===== src/rtl/hypot_seq_ctrl_pkg.sv =====
// Shared types and default widths for the hypotenuse sequencer.
// Optional feature macro: HYPOT_ROUND_EN (round-to-nearest result).
package hypot_pkg;

  // Default operand width and the widths that follow from it.
  localparam int W_DEF  = 8;
  localparam int RW_DEF = W_DEF + 1;      // root / result width
  localparam int AW_DEF = 2 * W_DEF + 1;  // accumulator width, holds a^2 + b^2
  localparam int KW_DEF = $clog2(W_DEF + 1);  // root bit-index width

  // ROUND is only visited when HYPOT_ROUND_EN is defined.
  typedef enum logic [2:0] {
    IDLE  = 3'd0,
    SQ_A  = 3'd1,
    SQ_B  = 3'd2,
    ROOT  = 3'd3,
    ROUND = 3'd4,
    DONE  = 3'd5
  } state_t;

endpackage


===== src/rtl/hypot_seq_ctrl_if.sv =====
// Request/response bus of the hypotenuse sequencer.
// Handshake rule: a transfer happens on a rising clk edge where valid and
// ready are both high; the sender holds its data stable until that edge.
interface hypot_seq_ctrl_if #(parameter int W = 8);

  logic         in_valid;
  logic         in_ready;
  logic [W-1:0] a;
  logic [W-1:0] b;
  logic         out_valid;
  logic         out_ready;
  logic [W:0]   result;
  logic         busy;

  // Requester / result consumer side.
  modport master (
    output in_valid, a, b, out_ready,
    input  in_ready, out_valid, result, busy
  );

  // Sequencer side.
  modport slave (
    input  in_valid, a, b, out_ready,
    output in_ready, out_valid, result, busy
  );

endinterface


===== src/rtl/hypot_seq_ctrl_sq_unit.sv =====
// Combinational unsigned squarer built from shifted partial products.
module sq_unit #(
  parameter int RW = 9
) (
  input  logic [RW-1:0]   x,
  output logic [2*RW-1:0] y
);

  // Sum x << i for every set bit i of x.
  always_comb begin
    logic [2*RW-1:0] xe;
    xe = {{RW{1'b0}}, x};
    y  = '0;
    for (int i = 0; i < RW; i++) begin
      if (x[i]) y = y + (xe << i);
    end
  end

endmodule


===== src/rtl/hypot_seq_ctrl.sv =====
// Multi-cycle floor(sqrt(a^2 + b^2)) sequencer sharing one squarer.
// Optional feature macro: HYPOT_ROUND_EN adds a ROUND state that turns the
// floor root into a round-to-nearest root.
module hypot_seq_ctrl
  import hypot_pkg::*;
#(
  parameter int W = W_DEF
) (
  input  logic               clk,
  input  logic               rst,
  hypot_seq_ctrl_if.slave    bus,
  output state_t             state_dbg
);

  localparam int RW = W + 1;
  localparam int AW = 2 * W + 1;
  localparam int KW = $clog2(W + 1);

  state_t          state;
  logic [W-1:0]    a_q;
  logic [W-1:0]    b_q;
  logic [AW-1:0]   acc;
  logic [RW-1:0]   root;
  logic [KW-1:0]   k;
  logic            in_ready_q;
  logic            out_valid_q;
  logic            busy_q;
  logic [RW-1:0]   result_q;

  logic [RW-1:0]   trial;
  logic [RW-1:0]   sq_x;
  logic [2*RW-1:0] sq_y;
  logic            trial_fits;
  logic [RW-1:0]   root_step;

  sq_unit #(.RW(RW)) u_sq (
    .x (sq_x),
    .y (sq_y)
  );

  // Candidate root for this bit, and the squarer operand chosen by state.
  always_comb begin
    trial = root | (RW'(1) << k);
    sq_x  = '0;
    case (state)
      SQ_A:    sq_x = {1'b0, a_q};
      SQ_B:    sq_x = {1'b0, b_q};
      ROOT:    sq_x = trial;
      ROUND:   sq_x = root;
      default: sq_x = '0;
    endcase
    trial_fits = (sq_y <= {{(2*RW-AW){1'b0}}, acc});
    root_step  = trial_fits ? trial : root;
  end

  // Sequencer FSM; all handshake outputs are registered here.
  always_ff @(posedge clk) begin
    if (rst) begin
      state       <= IDLE;
      a_q         <= '0;
      b_q         <= '0;
      acc         <= '0;
      root        <= '0;
      k           <= '0;
      in_ready_q  <= 1'b1;
      out_valid_q <= 1'b0;
      busy_q      <= 1'b0;
      result_q    <= '0;
    end else begin
      case (state)
        IDLE: begin
          if (bus.in_valid) begin
            a_q        <= bus.a;
            b_q        <= bus.b;
            in_ready_q <= 1'b0;
            busy_q     <= 1'b1;
            state      <= SQ_A;
          end
        end
        SQ_A: begin
          acc   <= sq_y[AW-1:0];
          state <= SQ_B;
        end
        SQ_B: begin
          acc   <= acc + sq_y[AW-1:0];
          root  <= '0;
          k     <= KW'(W);
          state <= ROOT;
        end
        ROOT: begin
          root <= root_step;
          if (k == '0) begin
`ifdef HYPOT_ROUND_EN
            state <= ROUND;
`else
            result_q    <= root_step;
            out_valid_q <= 1'b1;
            state       <= DONE;
`endif
          end else begin
            k <= k - KW'(1);
          end
        end
`ifdef HYPOT_ROUND_EN
        ROUND: begin
          // root^2 <= acc always holds here, so the remainder cannot wrap.
          if ((acc - sq_y[AW-1:0]) > {{(AW-RW){1'b0}}, root}) begin
            root     <= root + RW'(1);
            result_q <= root + RW'(1);
          end else begin
            result_q <= root;
          end
          out_valid_q <= 1'b1;
          state       <= DONE;
        end
`endif
        DONE: begin
          if (bus.out_ready) begin
            out_valid_q <= 1'b0;
            in_ready_q  <= 1'b1;
            busy_q      <= 1'b0;
            state       <= IDLE;
          end
        end
        default: state <= IDLE;
      endcase
    end
  end

  assign bus.in_ready  = in_ready_q;
  assign bus.out_valid = out_valid_q;
  assign bus.busy      = busy_q;
  assign bus.result    = result_q;
  assign state_dbg     = state;

endmodule


===== src/flat_wrapper.sv =====
// flat-port wrapper written by rule: the top's interface ports become plain ports
module hypot_seq_ctrl_flat import hypot_pkg::*;
#(
  parameter int W = W_DEF
)
  (clk, rst, state_dbg, bus_in_valid, bus_a, bus_b, bus_out_ready, bus_in_ready, bus_out_valid, bus_result, bus_busy);
  hypot_seq_ctrl_if #(.W(W)) bus_i ();
  input  logic clk;
  input  logic rst;
  output state_t state_dbg;
  input wire logic [$bits(bus_i.in_valid)-1:0] bus_in_valid;
  input wire logic [$bits(bus_i.a)-1:0] bus_a;
  input wire logic [$bits(bus_i.b)-1:0] bus_b;
  input wire logic [$bits(bus_i.out_ready)-1:0] bus_out_ready;
  output wire logic [$bits(bus_i.in_ready)-1:0] bus_in_ready;
  output wire logic [$bits(bus_i.out_valid)-1:0] bus_out_valid;
  output wire logic [$bits(bus_i.result)-1:0] bus_result;
  output wire logic [$bits(bus_i.busy)-1:0] bus_busy;
  assign bus_i.in_valid = bus_in_valid;
  assign bus_i.a = bus_a;
  assign bus_i.b = bus_b;
  assign bus_i.out_ready = bus_out_ready;
  assign bus_in_ready = bus_i.in_ready;
  assign bus_out_valid = bus_i.out_valid;
  assign bus_result = bus_i.result;
  assign bus_busy = bus_i.busy;
  hypot_seq_ctrl #(.W(W)) u_core (.clk(clk), .rst(rst), .bus(bus_i), .state_dbg(state_dbg));
endmodule

===== config.mk =====
export PLATFORM = sky130hd
export DESIGN_NAME = hypot_seq_ctrl_flat
export DESIGN_NICKNAME = d
export VERILOG_FILES = /design/src/rtl/hypot_seq_ctrl_pkg.sv /design/src/rtl/hypot_seq_ctrl_if.sv /design/src/rtl/hypot_seq_ctrl_sq_unit.sv /design/src/rtl/hypot_seq_ctrl.sv /design/src/flat_wrapper.sv
export SDC_FILE = /design/constraint.sdc
export NUM_CORES = 1
export LEC_CHECK = 0
export ABC_AREA = 1
export CORE_UTILIZATION = 29
export DETAILED_ROUTE_END_ITERATION = 16
export PLACE_DENSITY = 0.43
export SYNTH_ARGS = -nofsm -noshare
export SYNTH_HDL_FRONTEND = slang
export SYNTH_SLANG_ARGS = --single-unit

===== constraint.sdc =====
create_clock -name clk -period 12.15 [get_ports clk]
set_clock_uncertainty 0.15 [all_clocks]
set_input_delay 3.645 -clock clk [delete_from_list [all_inputs] [get_ports clk]]
set_output_delay 3.645 -clock clk [all_outputs]
set_load 0.05 [all_outputs]

==> summary.md <==
| Metric | Value |
|---|---|
| Top cell type's share of synthesized area | `18.0%` |
| Worst slew pin tran | `1060 ps` |
| Clock tree from TritonCTS | `done` |
| Largest net degree at the start of global routing | `35` |
| Status | `finished clean` |
| Dpl hpwl | `16100 um` |
| Syn_area_per_cell | `6.42 um^2` |
| Synth warn | `0` |
| Grt ovf | `0` |
| GPL Wtd Cong | `0.780` |
| Worst skew pair latency | `340 ps` |
| WP data required | `12260 ps` |
| Slowest-stage cell, CP | `dfxtp_4` |
| CTS root buffer | `clkbuf_16` |
| Vias/cell | `4.66` |
| Final total power | `941 uW` |
| Die Span Y | `161 um` |
| Worst-path clk slew | `60 ps` |
| Die W | `161 um` |
| Htree depth | `3` |
| Count of pins over their slew limit | `0` |
| Clock Sink Count | `61` |
| Nets | `1336` |
| Mapped cell area | `7380 um^2` |
| # port buffers | `34` |
| Leakage | `4.32 nW` |
| Worst Path Max Fanout | `13` |
| Distinct cells, synth | `57` |
| Area Growth Syn to Fin | `18.9%` |
| Tightest Hold Check Type | `reg -> reg` |
| Layout cell share with drive strength beyond 1 | `12.2%` |
| DRC violations left | `0` |
| Largest stage delay on the critical path | `380 ps` |
| First-pass GRT wire length | `34800 um` |
| Ant diodes | `0` |
| FF-to-FF setup slack | `970 ps` |
| Final setup margin | `966 ps` |
| Fill cell count | `2772` |
| FFs w/ async S/R, synth | `0%` |
| TritonCTS Buffers | `9` |
| Dpl cells | `1513` |
| Crit start category | `flop` |
| Core area | `25000 um^2` |
| Initial core utilization | `29.5%` |
| Worst EP arrival | `11300 ps` |
| I/O pin count | `35` |
| Tmin final | `11180 ps` |
| Initial drt markers | `323` |
| Top post-synthesis cells by count | `nand2_1 (251), inv_1 (161), ha_1 (106), nor2_1 (106), a21oi_1 (100)` |
| Synth Flop Type | `dfxtp_1` |
| Pwr Density | `107 nW/um^2` |
| Antenna-violating nets left | `0` |
| Initial antenna violation count | `0` |
| Final Hold Viols | `0` |
| Wire per inst | `13.5 um` |
| Max Cap Violations | `0` |
| Synth top area cells | `ha_1 (18%), dfxtp_1 (17%), nand2_1 (13%), inv_1 (8.2%), a21oi_1 (6.8%)` |
| Overall routed net length | `20800 um` |
| Synth area leader | `ha_1` |
| Top-count cell post-synth | `nand2_1` |
| Pre-CTS WS | `151 ps` |
| Via count | `7163` |
| Synth Register Bits | `61` |
| Final std cells w/o fill | `1538` |
| Post-synthesis sequential area ratio | `16.6%` |
| # rows | `58` |
| Syn Inst Count | `1149` |
| Period Utilization, post-route | `92.0%` |
| VDD IR max | `0.0000763 V` |
| Rel. slew slack | `29.3%` |
| FMAX | `89.4 MHz` |
| GR Util All Layers | `16.6%` |
| Total iterations of the first detailed-routing run | `4` |
| Number of setup violations in the final report | `0` |
| Longest Clk Path Bufs | `2` |
| Vias in the first global route | `7005` |
| EDFF count, synth | `0` |
| CP endpoint kind | `flop` |
| Critical path class | `reg -> reg` |
| Hold_buf cts | `0` |
| CP most frequent cell | `nand2_1` |
| Die area | `26100 um^2` |
| Hold_ws | `299 ps` |
-- state kept, by name (all words and copies together) (netlist names) --
name / count
u_core.bus.busy: 1
u_core.root: 9
u_core.state_dbg: 3
u_core.b_q: 8
u_core.bus.result: 9
u_core.k: 4
u_core.bus.in_ready: 1
u_core.bus.out_valid: 1
u_core.acc: 17
u_core.a_q: 8
-- cell usage in the layout (no fill, tap or decap), types with 16 or more instances in the layout --
cell and count:
o21ai_1 17, dfxtp_1 56, o21ai_0 63, o21ai_2 20, buf_4 30, xor2_1 16
nand3_1 64, clkdlybuf4s50_1 34, inv_1 161, nor2_1 105, a21oi_1 92, ha_1 98
nand2_1 249
-- path summary, 6_finish.rpt --
kind | startpoint | end | cells past startpoint
setup reg to reg | u_core.state_dbg[2]$_SDFFE_PP0P_ | u_core.root[0]$_SDFFE_PP0N_ | 66
setup / recovery | u_core.state_dbg[2]$_SDFFE_PP0P_ | u_core.root[0]$_SDFFE_PP0N_ | 66
hold reg to reg | u_core.a_q[1]$_SDFFE_PP0P_ | u_core.a_q[1]$_SDFFE_PP0P_ | 2
hold / removal | u_core.a_q[1]$_SDFFE_PP0P_ | u_core.a_q[1]$_SDFFE_PP0P_ | 2
-- cell type report --
type	count	area, um^2	area share [%]
clock inverters	7	77.6	0.884
inverters	175	661	7.53
repair buffers	64	566	6.45
multi-input cells	892	5600	63.8
well taps	330	413	4.71
flip-flops and latches	61	1230	14.0
clock buffers	9	225	2.57
-- cells by family (layout without fill, tap and decap cells) --
family	after synthesis	count (layout)	synth area share [%]
and+or+nand+nor	479	479	28.2
AOI/OAI and AO/OA	265	265	21.2
buffers and inverters	198	255	10.3
adders and majority gates	113	113	19.9
DFF	61	61	16.6
xor gates and xnor gates	32	32	3.80
other	1	3	0.0508
-- report_power, final --
part           internal (mW)  switching [mW]  leakage [nW]  total [mW]
sequential             0.220          0.0129         0.500       0.232
clock                  0.161           0.110         0.147       0.271
combinational          0.153           0.284          3.67       0.437
total                  0.534           0.407          4.32       0.941
-- what timing repair did --
action,CTS,global route
setup buffers,0,9
endpoints found under the setup margin,0,20
gates resized for setup,0,55
-- critical path, delay by kind of cell, from the launching register on --
kind	cells	cell delay, ps
AOI/OAI and AO/OA	22	3500
DFF	1	380
and+or+nand+nor	26	3410
buffers and inverters	5	430
xor gates and xnor gates	4	510
adders and majority gates	9	2690
-- metal layers --
metal	vias to the layer above	track usage, %	part of all wire [%]
met4	0	3.56	1.4
met3	19	2.16	1.9
met5	-	0	0
met2	69	28.5	46
li1	3901	-	-
met1	3174	22.1	50
-- metrics by stage --
step           setup TNS [ps]  utilization (%)  cell area, um^2
2_1_floorplan               0                -             7380
3_3_place_gp                0             32.7             8190
3_5_place_dp                0             32.7             8190
4_1_cts                     0             33.9             8490
5_1_grt                  -220             35.0             8770
6_report                    0             35.0             8770
No activity file was read; power rests on OpenSTA's default activity.
